`config.mk`:
```
export PLATFORM = sky130hd
export DESIGN_NAME = mult_div_seq
export DESIGN_NICKNAME = d
export VERILOG_FILES = /design/src/rtl/mult_div_pkg.sv /design/src/rtl/div_step.sv /design/src/rtl/mult_div_seq.sv
export SDC_FILE = /design/constraint.sdc
export NUM_CORES = 1
export LEC_CHECK = 0
export BUFFER_PORTS_ARGS = -buffer_cell sky130_fd_sc_hd__buf_2
export CELL_PAD_IN_SITES_DETAIL_PLACEMENT = 0
export CELL_PAD_IN_SITES_GLOBAL_PLACEMENT = 1
export CORE_AREA = 8 8 227 283
export DETAILED_ROUTE_END_ITERATION = 12
export DIE_AREA = 0 0 235 291
export PLACE_DENSITY_LB_ADDON = 0.1
export SLEW_MARGIN = 15
export SYNTH_ARGS = -nofsm -noshare
export SYNTH_HDL_FRONTEND = slang
export SYNTH_HIERARCHICAL = 1
export SYNTH_SLANG_ARGS = --single-unit
```
`constraint.sdc`:
```
create_clock -name clk -period 7.23 [get_ports clk]
set_input_delay 1.0845 -clock clk [delete_from_list [all_inputs] [get_ports clk]]
set_output_delay 1.0845 -clock clk [all_outputs]
set_load 0.01 [all_outputs]
```
`src/rtl/mult_div_pkg.sv`:
```
// mult_div_pkg: shared encodings and constants for the sequential multiply/divide unit
package mult_div_pkg;
  localparam int DEFAULT_WIDTH = 32;
  localparam int ITERATIONS = DEFAULT_WIDTH;
  localparam logic OP_MULT = 1'b0;
  localparam logic OP_DIV = 1'b1;
  typedef enum logic [1:0] {IDLE, MULT, DIV, DONE} state_e;
endpackage

```
`src/rtl/div_step.sv`:
```
// div_step: one restoring-division step on unsigned magnitudes
module div_step #(
  parameter int WIDTH = 32
) (
  input  logic [WIDTH-1:0] rem_i,
  input  logic [WIDTH-1:0] dvs_i,
  input  logic             bit_i,
  output logic [WIDTH-1:0] rem_o,
  output logic             q_o
);
  logic [WIDTH:0] shifted;
  logic [WIDTH:0] diff;
  // remainder < divisor, so the shifted value fits WIDTH+1 bits and diff's msb is a borrow flag
  always_comb begin
    shifted = {rem_i, bit_i};
    diff = shifted - {1'b0, dvs_i};
    q_o = ~diff[WIDTH];
    rem_o = q_o ? diff[WIDTH-1:0] : shifted[WIDTH-1:0];
  end
endmodule

```
`src/rtl/mult_div_seq.sv`:
```
// mult_div_seq: 32-iteration signed Booth multiply / restoring divide into HI/LO
module mult_div_seq
  import mult_div_pkg::*;
#(
  parameter int WIDTH = DEFAULT_WIDTH
) (
  input  logic             clk,
  input  logic             reset_n,
  input  logic             start,
  input  logic             op,
  input  logic [WIDTH-1:0] src_a,
  input  logic [WIDTH-1:0] src_b,
  output logic             busy,
  output logic             done,
  output logic             div_zero,
  output logic [WIDTH-1:0] hi,
  output logic [WIDTH-1:0] lo
);
  localparam int CW = $clog2(WIDTH);
  state_e state_q;
  logic [CW-1:0] cnt_q;
  logic signed [WIDTH:0] acc_q;
  logic [WIDTH-1:0] mq_q, b_q, hi_q, lo_q;
  logic qm1_q, neg_quo_q, neg_rem_q, busy_q, done_q, dz_q;
  logic signed [WIDTH:0] b_ext_d, sum_d, acc_sh_d;
  logic [WIDTH-1:0] mq_sh_d, rem_d, quo_d, a_mag_d, b_mag_d;
  logic qbit_d, last_d;
  div_step #(.WIDTH(WIDTH)) u_div_step (
    .rem_i(acc_q[WIDTH-1:0]),
    .dvs_i(b_q),
    .bit_i(mq_q[WIDTH-1]),
    .rem_o(rem_d),
    .q_o  (qbit_d)
  );
  // Booth add/sub on a guard-bit accumulator (keeps the most negative multiplicand exact), then shift
  always_comb begin
    b_ext_d = {b_q[WIDTH-1], b_q};
    sum_d = (mq_q[0] & ~qm1_q) ? acc_q - b_ext_d : (~mq_q[0] & qm1_q) ? acc_q + b_ext_d : acc_q;
    acc_sh_d = {sum_d[WIDTH], sum_d[WIDTH:1]};
    mq_sh_d = {sum_d[0], mq_q[WIDTH-1:1]};
    quo_d = {mq_q[WIDTH-2:0], qbit_d};
    a_mag_d = src_a[WIDTH-1] ? -src_a : src_a;
    b_mag_d = src_b[WIDTH-1] ? -src_b : src_b;
    last_d = cnt_q == CW'(WIDTH - 1);
  end
  // control FSM with registered outputs; HI/LO written only when entering DONE from an iteration
  always_ff @(posedge clk or negedge reset_n) begin
    if (!reset_n) begin
      state_q <= IDLE;
      cnt_q <= '0;
      acc_q <= '0;
      mq_q <= '0;
      b_q <= '0;
      qm1_q <= 1'b0;
      neg_quo_q <= 1'b0;
      neg_rem_q <= 1'b0;
      busy_q <= 1'b0;
      done_q <= 1'b0;
      dz_q <= 1'b0;
      hi_q <= '0;
      lo_q <= '0;
    end else begin
      done_q <= 1'b0;
      dz_q <= 1'b0;
      case (state_q)
        IDLE: if (start) begin
          cnt_q <= '0;
          acc_q <= '0;
          qm1_q <= 1'b0;
          busy_q <= 1'b1;
          if (op == OP_MULT) begin
            mq_q <= src_b;
            b_q <= src_a;
            state_q <= MULT;
          end else if (src_b == '0) begin
            done_q <= 1'b1;
            dz_q <= 1'b1;
            state_q <= DONE;
          end else begin
            mq_q <= a_mag_d;
            b_q <= b_mag_d;
            neg_quo_q <= src_a[WIDTH-1] ^ src_b[WIDTH-1];
            neg_rem_q <= src_a[WIDTH-1];
            state_q <= DIV;
          end
        end
        MULT: begin
          acc_q <= acc_sh_d;
          mq_q <= mq_sh_d;
          qm1_q <= mq_q[0];
          cnt_q <= cnt_q + 1'b1;
          if (last_d) begin
            hi_q <= acc_sh_d[WIDTH-1:0];
            lo_q <= mq_sh_d;
            done_q <= 1'b1;
            state_q <= DONE;
          end
        end
        DIV: begin
          acc_q <= {1'b0, rem_d};
          mq_q <= quo_d;
          cnt_q <= cnt_q + 1'b1;
          if (last_d) begin
            lo_q <= neg_quo_q ? -quo_d : quo_d;
            hi_q <= neg_rem_q ? -rem_d : rem_d;
            done_q <= 1'b1;
            state_q <= DONE;
          end
        end
        default: begin
          busy_q <= 1'b0;
          state_q <= IDLE;
        end
      endcase
    end
  end
  assign busy = busy_q;
  assign done = done_q;
  assign div_zero = dz_q;
  assign hi = hi_q;
  assign lo = lo_q;
endmodule

```
# After elaboration in Yosys (flattened, before gate mapping)
# Cells that the tools add are included.
# word_totals
rom_bits,0
latch_bits,0
ramBits,0
word_cells,92
register_bits,174
memories,0
out_inout_bits,67
# op_classes
shift,0
reduce_logical,16
bitwise,8
eq_ne,9
n_div,0
n_mux,38
magnitude_cmp,0
add_sub_neg,8
mul,0
# ops
op,count
32-bit 2-to-1 mux,14
32-bit negator,4
32-bit one-hot mux with 2 select lines,2
33-bit 2-to-1 mux,3
33-bit one-hot mux with 3 select lines,1
32-bit one-hot mux with 3 select lines,1
33-bit by 32-bit subtractor with 33-bit output,2
33-bit by 32-bit adder with 33-bit output,1
32-bit zero test,1
5-bit one-hot mux with 2 select lines,1
2-bit AND reduction,5
3-bit AND reduction,3
1-bit 2-to-1 mux,8
2-bit != test (second input constant),4
2-bit 2-to-1 mux,3
1-bit one-hot mux with 2 select lines,3
2-bit nonzero test,3
5-bit by 1-bit adder with 5-bit output (second input constant),1
5-bit equality test (second input constant),1
5-bit 2-to-1 mux,1
1-bit NOT,5
2-bit one-hot mux with 2 select lines,1
4-bit AND reduction,1
3-bit != test (second input constant),1
other kinds (8),9

# Longest topological paths before layout
# depth
depth_word,6
ltp_mapped,26
depth_no_buf,24

# Hierarchy
# Netlist, hierarchy kept.
# by_module_without_submodules
mod,cells_per_inst,area_each_um2,instances,seq_area_each_um2
mult_div_seq,2017,15363.5,1,4354.2
div_step,305,2363.5,1,0.0

# Worst setup path before layout
# OpenSTA, ideal clock, no wires.
# synth_path
path_type,register -> register
startpoint,register b_q[0]
endpoint,"register hi_q[31], in the netlist hi[31]"
arrival_ns,5.459
path_stages_with_launch,23
required_ns,7.153
setup_time_ns,0.077
slack_ns,1.694
path_buffers,2
path_cell_list,dfrtp_1 > ha_1 > fa_1 > and2b_1 > o2111ai_2 > a21oi_2 > o2111ai_1 > a211oi_2 > nor2_4 > mux2i_4 > and2_4 > buf_12 > inv_8 > buf_12 > mux2_4 > or4_1 > or3_1 > or4_1 > or2_2 > o31ai_1 > xnor2_1 > o22ai_1 > a21oi_1
# synth_between
elab_chain_len,6
word_cells_on_any_way,11
cone_classes,add/sub (4); mux (7)
# synth_rtl
element,line_no,source
from (decl),mult_div_seq.sv:23,"logic [WIDTH-1:0] mq_q, b_q, hi_q, lo_q;"
from (signal assigned),mult_div_seq.sv:73,b_q <= src_a;
from (signal assigned),mult_div_seq.sv:81,b_q <= b_mag_d;
33-bit by 32-bit subtractor with 33-bit output,div_step.sv:16,"diff = shifted - {1'b0, dvs_i};"
32-bit 2-to-1 mux,div_step.sv:18,rem_o = q_o ? diff[WIDTH-1:0] : shifted[WIDTH-1:0];
via rem_d[10],mult_div_seq.sv:26,"logic [WIDTH-1:0] mq_sh_d, rem_d, quo_d, a_mag_d, b_mag_d;"
32-bit negator,mult_div_seq.sv:105,hi_q <= neg_rem_q ? -rem_d : rem_d;
32-bit 2-to-1 mux,mult_div_seq.sv:105,
32-bit 2-to-1 mux,mult_div_seq.sv:103,if (last_d) begin
32-bit one-hot mux with 2 select lines,mult_div_seq.sv:65,case (state_q)
to (signal assigned),mult_div_seq.sv:93,hi_q <= acc_sh_d[WIDTH-1:0];
to (signal assigned),mult_div_seq.sv:105,
to (decl),mult_div_seq.sv:23,
# The timed path passes the listed nets, and every way through them passes these cells. The select of a mux whose other input is x is not followed.
# A chain may end at the register's enable or synchronous reset.

# Final worst setup path
# layout_path
startpoint,register mq_q[31]
endpoint,"register hi_q[31], in the netlist hi[31]"
# layout_between
elab_chain_len,6
# layout_rtl
element,line_no,source
from (decl),mult_div_seq.sv:23,
from (signal assigned),mult_div_seq.sv:72,mq_q <= src_b;
from (signal assigned),mult_div_seq.sv:80,mq_q <= a_mag_d;
from (signal assigned),mult_div_seq.sv:89,mq_q <= mq_sh_d;
33-bit by 32-bit subtractor with 33-bit output,div_step.sv:16,
32-bit 2-to-1 mux,div_step.sv:18,
via rem_d[5],mult_div_seq.sv:26,
32-bit negator,mult_div_seq.sv:105,
32-bit 2-to-1 mux,mult_div_seq.sv:105,
32-bit 2-to-1 mux,mult_div_seq.sv:103,
32-bit one-hot mux with 2 select lines,mult_div_seq.sv:65,
# The timed path passes the listed nets, and every way through them passes these cells. The select of a mux whose other input is x is not followed.

==> results.toml <==
[power]
combPwrFrac_pct = 72.4
seq_power_share_pct = 17.5
ir_worst_vdd_mv = 0.214
swShare_pct = 56.7
intPower_mw = 4.27
power_density_nw_per_um2 = 505
power.leakage_nw = 8.60
p_clk_share_pct = 10.1
p_sw_mw = 5.59
power_mw = 9.87

[yosys]
syn_area_um2 = 17700
ys_warn_count = 6
synthCells = 2322
syn_area_per_cell_um2 = 7.63
synth_area_leaders = "dfrtp_1, ha_1, o21ai_0"
yosys.area.top_type_share_pct = 24.6
synth_edf_count = 0
synth_flop_cell = "dfrtp_1"
synthDistinctLibCells = 101
synth_area_leader_cell = "dfrtp_1"
synth_fp_nets = 2499
async_flop_share_pct = 100
ys_seq_area_share_pct = 24.6
ys_ff_latch = 174

[setup_path]
path_delay_family = "simple AND/OR/NAND/NOR gates"
critPathRequiredTime_ns = 7.62
end_kind = "register"
r2r_setup_slack_ns = 0.70
path_cells = "inv_1, ha_1, fa_1, and2b_1, o2111ai_2, a21oi_2, o2111ai_1, a211oi_2, nor2_4, mux2i_4, and2_4, inv_8, mux2_2, nor4_1, nand2_1, or3_1, or4_1, or2_2, o31ai_1, xnor2_1, o22ai_1, a21oi_1"
cp_slowest_cell = "or4_1"
r2r-start = "mq_q[31]"
critPathKind = "reg -> reg"
max_stage_delay_ns = 0.64
cp.arrival_ns = 6.92
worst-path-max-fanout = 28
cp.buffers_inverters = 2
reg2reg_depth = 22
r2r-end = "hi[31]"
start_kind = "register"

[place]
routabilityCongestion = 0.871
dp_slack_ns = 0.716
dpl_cell_area_um2 = 18900
port-buffer-count = 134
dp_hpwl_um = 60300

[sta]
finalHoldViolations = 0
timing.final.crit_share_pct = 90.3
rsz0062_at_grt = "false"
fmax_ghz = 0.153
fin_ws_ns = 0.700
setup_viol = 0
skew_ns = 0.0177
worstMarginPinSlew_ns = 1.11
period_needed_ns = 6.53
finalMaxSlewViolations = 0
slew_headroom_pct = 25.5
setup_tns_ns = 0

[clock_tree]
cts-root-buf = "clkbuf_16"
cts_made_buffers = 17
postCtsSetupRepairBufs = 0
cts_max_level = 4
cts_buffer_depth = 2
clock_sinks = 174
cts_tree = "yes"
cts_hold_repair.buffers = 0
path_clk_slew_ns = 0.08
clock_latency_ns = 0.47
cts.repair.resized = 0

[cells_and_area]
drive_gt1_share_pct = 11.9
final_cell_area_um2 = 19500
antenna_cells = 0
regArea_um2 = 4360
areaGrowthSynthToFinish_pct = 10.2
multi_input_area_um2 = 12200
fill_cells = 6459
nets = 2526

[die]
initial_core_util_pct = 29.5
io_pins = 135
num_rows = 101
die_w_um = 235
die-area_um2 = 68400
core_area_um2 = 60000
chipHeight_um = 291

[drt]
wl_um = 78800
drt-initial-drc-count = 1438
antenna_left = 0
vias = 18000
post-route-drc-count = 0
first_pass_iters = 5
wire_per_inst_um = 25.1
vias_per_cell = 5.74

[run]
cap_violations = 0

[global_route]
antenna_found_initial = 1
gr-total-overflow = 0
track_usage_pct = 22.4
grt_max_degree = 71
grt_pass1_wl_um = 118000
grt_pass1_vias = 18200

[worst_hold_path]
hp-start = "cnt_q[4]"
min_to = "cnt_q[4]"
min_path_cells = 2
min_path_type = "reg -> reg"

[run_status]
status = "completed"
layer usage:
layer / vias to the layer above / share of wire (%) / GRT usage, %
li1: 8551 / - / -
met3: 121 / 3.4 / 2.61
met1: 8825 / 41 / 25.7
met2: 486 / 52 / 41.6
met5: - / 0 / 0
met4: 0 / 4.1 / 9.10
final cells by class:
| type | instances | area share (%) |
|---|---|---|
| Timing Repair Buffer | 171 | 4.90 |
| Sequential cell | 174 | 22.3 |
| Tap cell | 772 | 4.94 |
| Multi-Input combinational cell | 1855 | 62.3 |
| Clock inverter | 13 | 0.762 |
| Clock buffer | 19 | 2.27 |
| Inverter | 130 | 2.54 |
logic make-up (layout without fill, tap and decap cells):
| logic type | Yosys count | after routing | synth area share [%] |
|---|---|---|---|
| simple gates | 704 | 704 | 18.8 |
| mux | 71 | 71 | 4.71 |
| fa+ha+maj | 109 | 109 | 7.82 |
| buf+inv | 293 | 333 | 6.99 |
| xor+xnor | 128 | 128 | 6.32 |
| flops | 174 | 174 | 24.6 |
| compound gates | 843 | 843 | 30.7 |
power by group through the flow:
stage	sequential (mW)	clock, mW	combinational, mW
after CTS	1.72	1.03	7.15
after detailed placement	1.74	0	7.11
final	1.72	1.00	7.14
after floorplan	1.46	0	5.22
after global placement	1.73	0	7.14
after global routing	1.77	1.06	7.82
worst max-delay path by stage:
stage	endpoint	cells after the start	start	slack, ns
6_report	hi[31]	22	mq_q[31]	0.70
5_1_grt	hi[31]	22	mq_q[31]	0.36
4_1_cts	hi[31]	22	mq_q[31]	0.69
3_5_place_dp	hi[31]	22	mq_q[31]	0.72
3_3_place_gp	hi[31]	22	mq_q[31]	0.77
2_1_floorplan	hi[31]	22	b_q[0]	1.69
worst register-to-register path: cells and delay by family, from the launching register on:
family / cells / cell delay, ns
compound gates: 7 / 1.47
xor+xnor: 1 / 0.16
fa+ha+maj: 2 / 0.62
buf+inv: 2 / 0.21
flops: 1 / 0.44
mux: 2 / 0.77
simple gates: 8 / 2.78
cells in the mapped netlist (all sizes together) (18+ instances only):
cell      n
o22ai    21
dfrtp   174
xnor2    52
or4      21
a31oi    20
o41ai    18
nor3     46
nand3    50
inv     129
mux2i    38
nand2b   26
ha      106
mux2     33
nand2   242
nor2    181
o21ai   259
nor2b    21
a21oi   183
buf      33
and3     18
a22oi    52
xor2     76
a211oi   18
a221oi   34
nor4     22
a21o     29
o31ai    72
or3      31
clkbuf  128
through the flow:
stage	utilization [%]	cells	hold slack, ns
2_1_floorplan	-	2322	0.445
3_3_place_gp	31.5	3102	0.458
3_5_place_dp	31.6	3102	0.466
4_1_cts	32.5	3134	0.484
5_1_grt	32.5	3134	0.508
6_report	32.5	3134	0.482
cell usage in the layout (no fill, tap or decap), drive strengths merged, types with 11 or more instances in the layout:
| cell | n |
|---|---|
| o22ai | 21 |
| nand2b | 26 |
| a221o | 11 |
| a211oi | 18 |
| inv | 137 |
| a22o | 14 |
| nor2 | 181 |
| a21oi | 183 |
| nand2 | 242 |
| mux2i | 38 |
| nor2b | 21 |
| a22oi | 52 |
| or4 | 21 |
| o21a | 11 |
| o21bai | 11 |
| and3 | 18 |
| clkbuf | 20 |
| xor2 | 76 |
| buf | 170 |
| a21o | 29 |
| or3 | 31 |
| ha | 106 |
| nand3 | 50 |
| o21ai | 259 |
| o41ai | 18 |
| o31ai | 72 |
| nor3 | 46 |
| mux2 | 33 |
| a311oi | 13 |
| nor4 | 22 |
| a221oi | 34 |
| xnor2 | 52 |
| a31oi | 20 |
| dfrtp | 174 |
state kept, by name, summed over array words and instances, names as in the netlist:
signal	flops
b_q	32
neg_rem_q	1
state_q	2
done	1
acc_q	33
neg_quo_q	1
qm1_q	1
busy	1
mq_q	32
hi	32
cnt_q	5
lo	32
div_zero	1
Note: power is estimated with default switching activity, not from simulation.
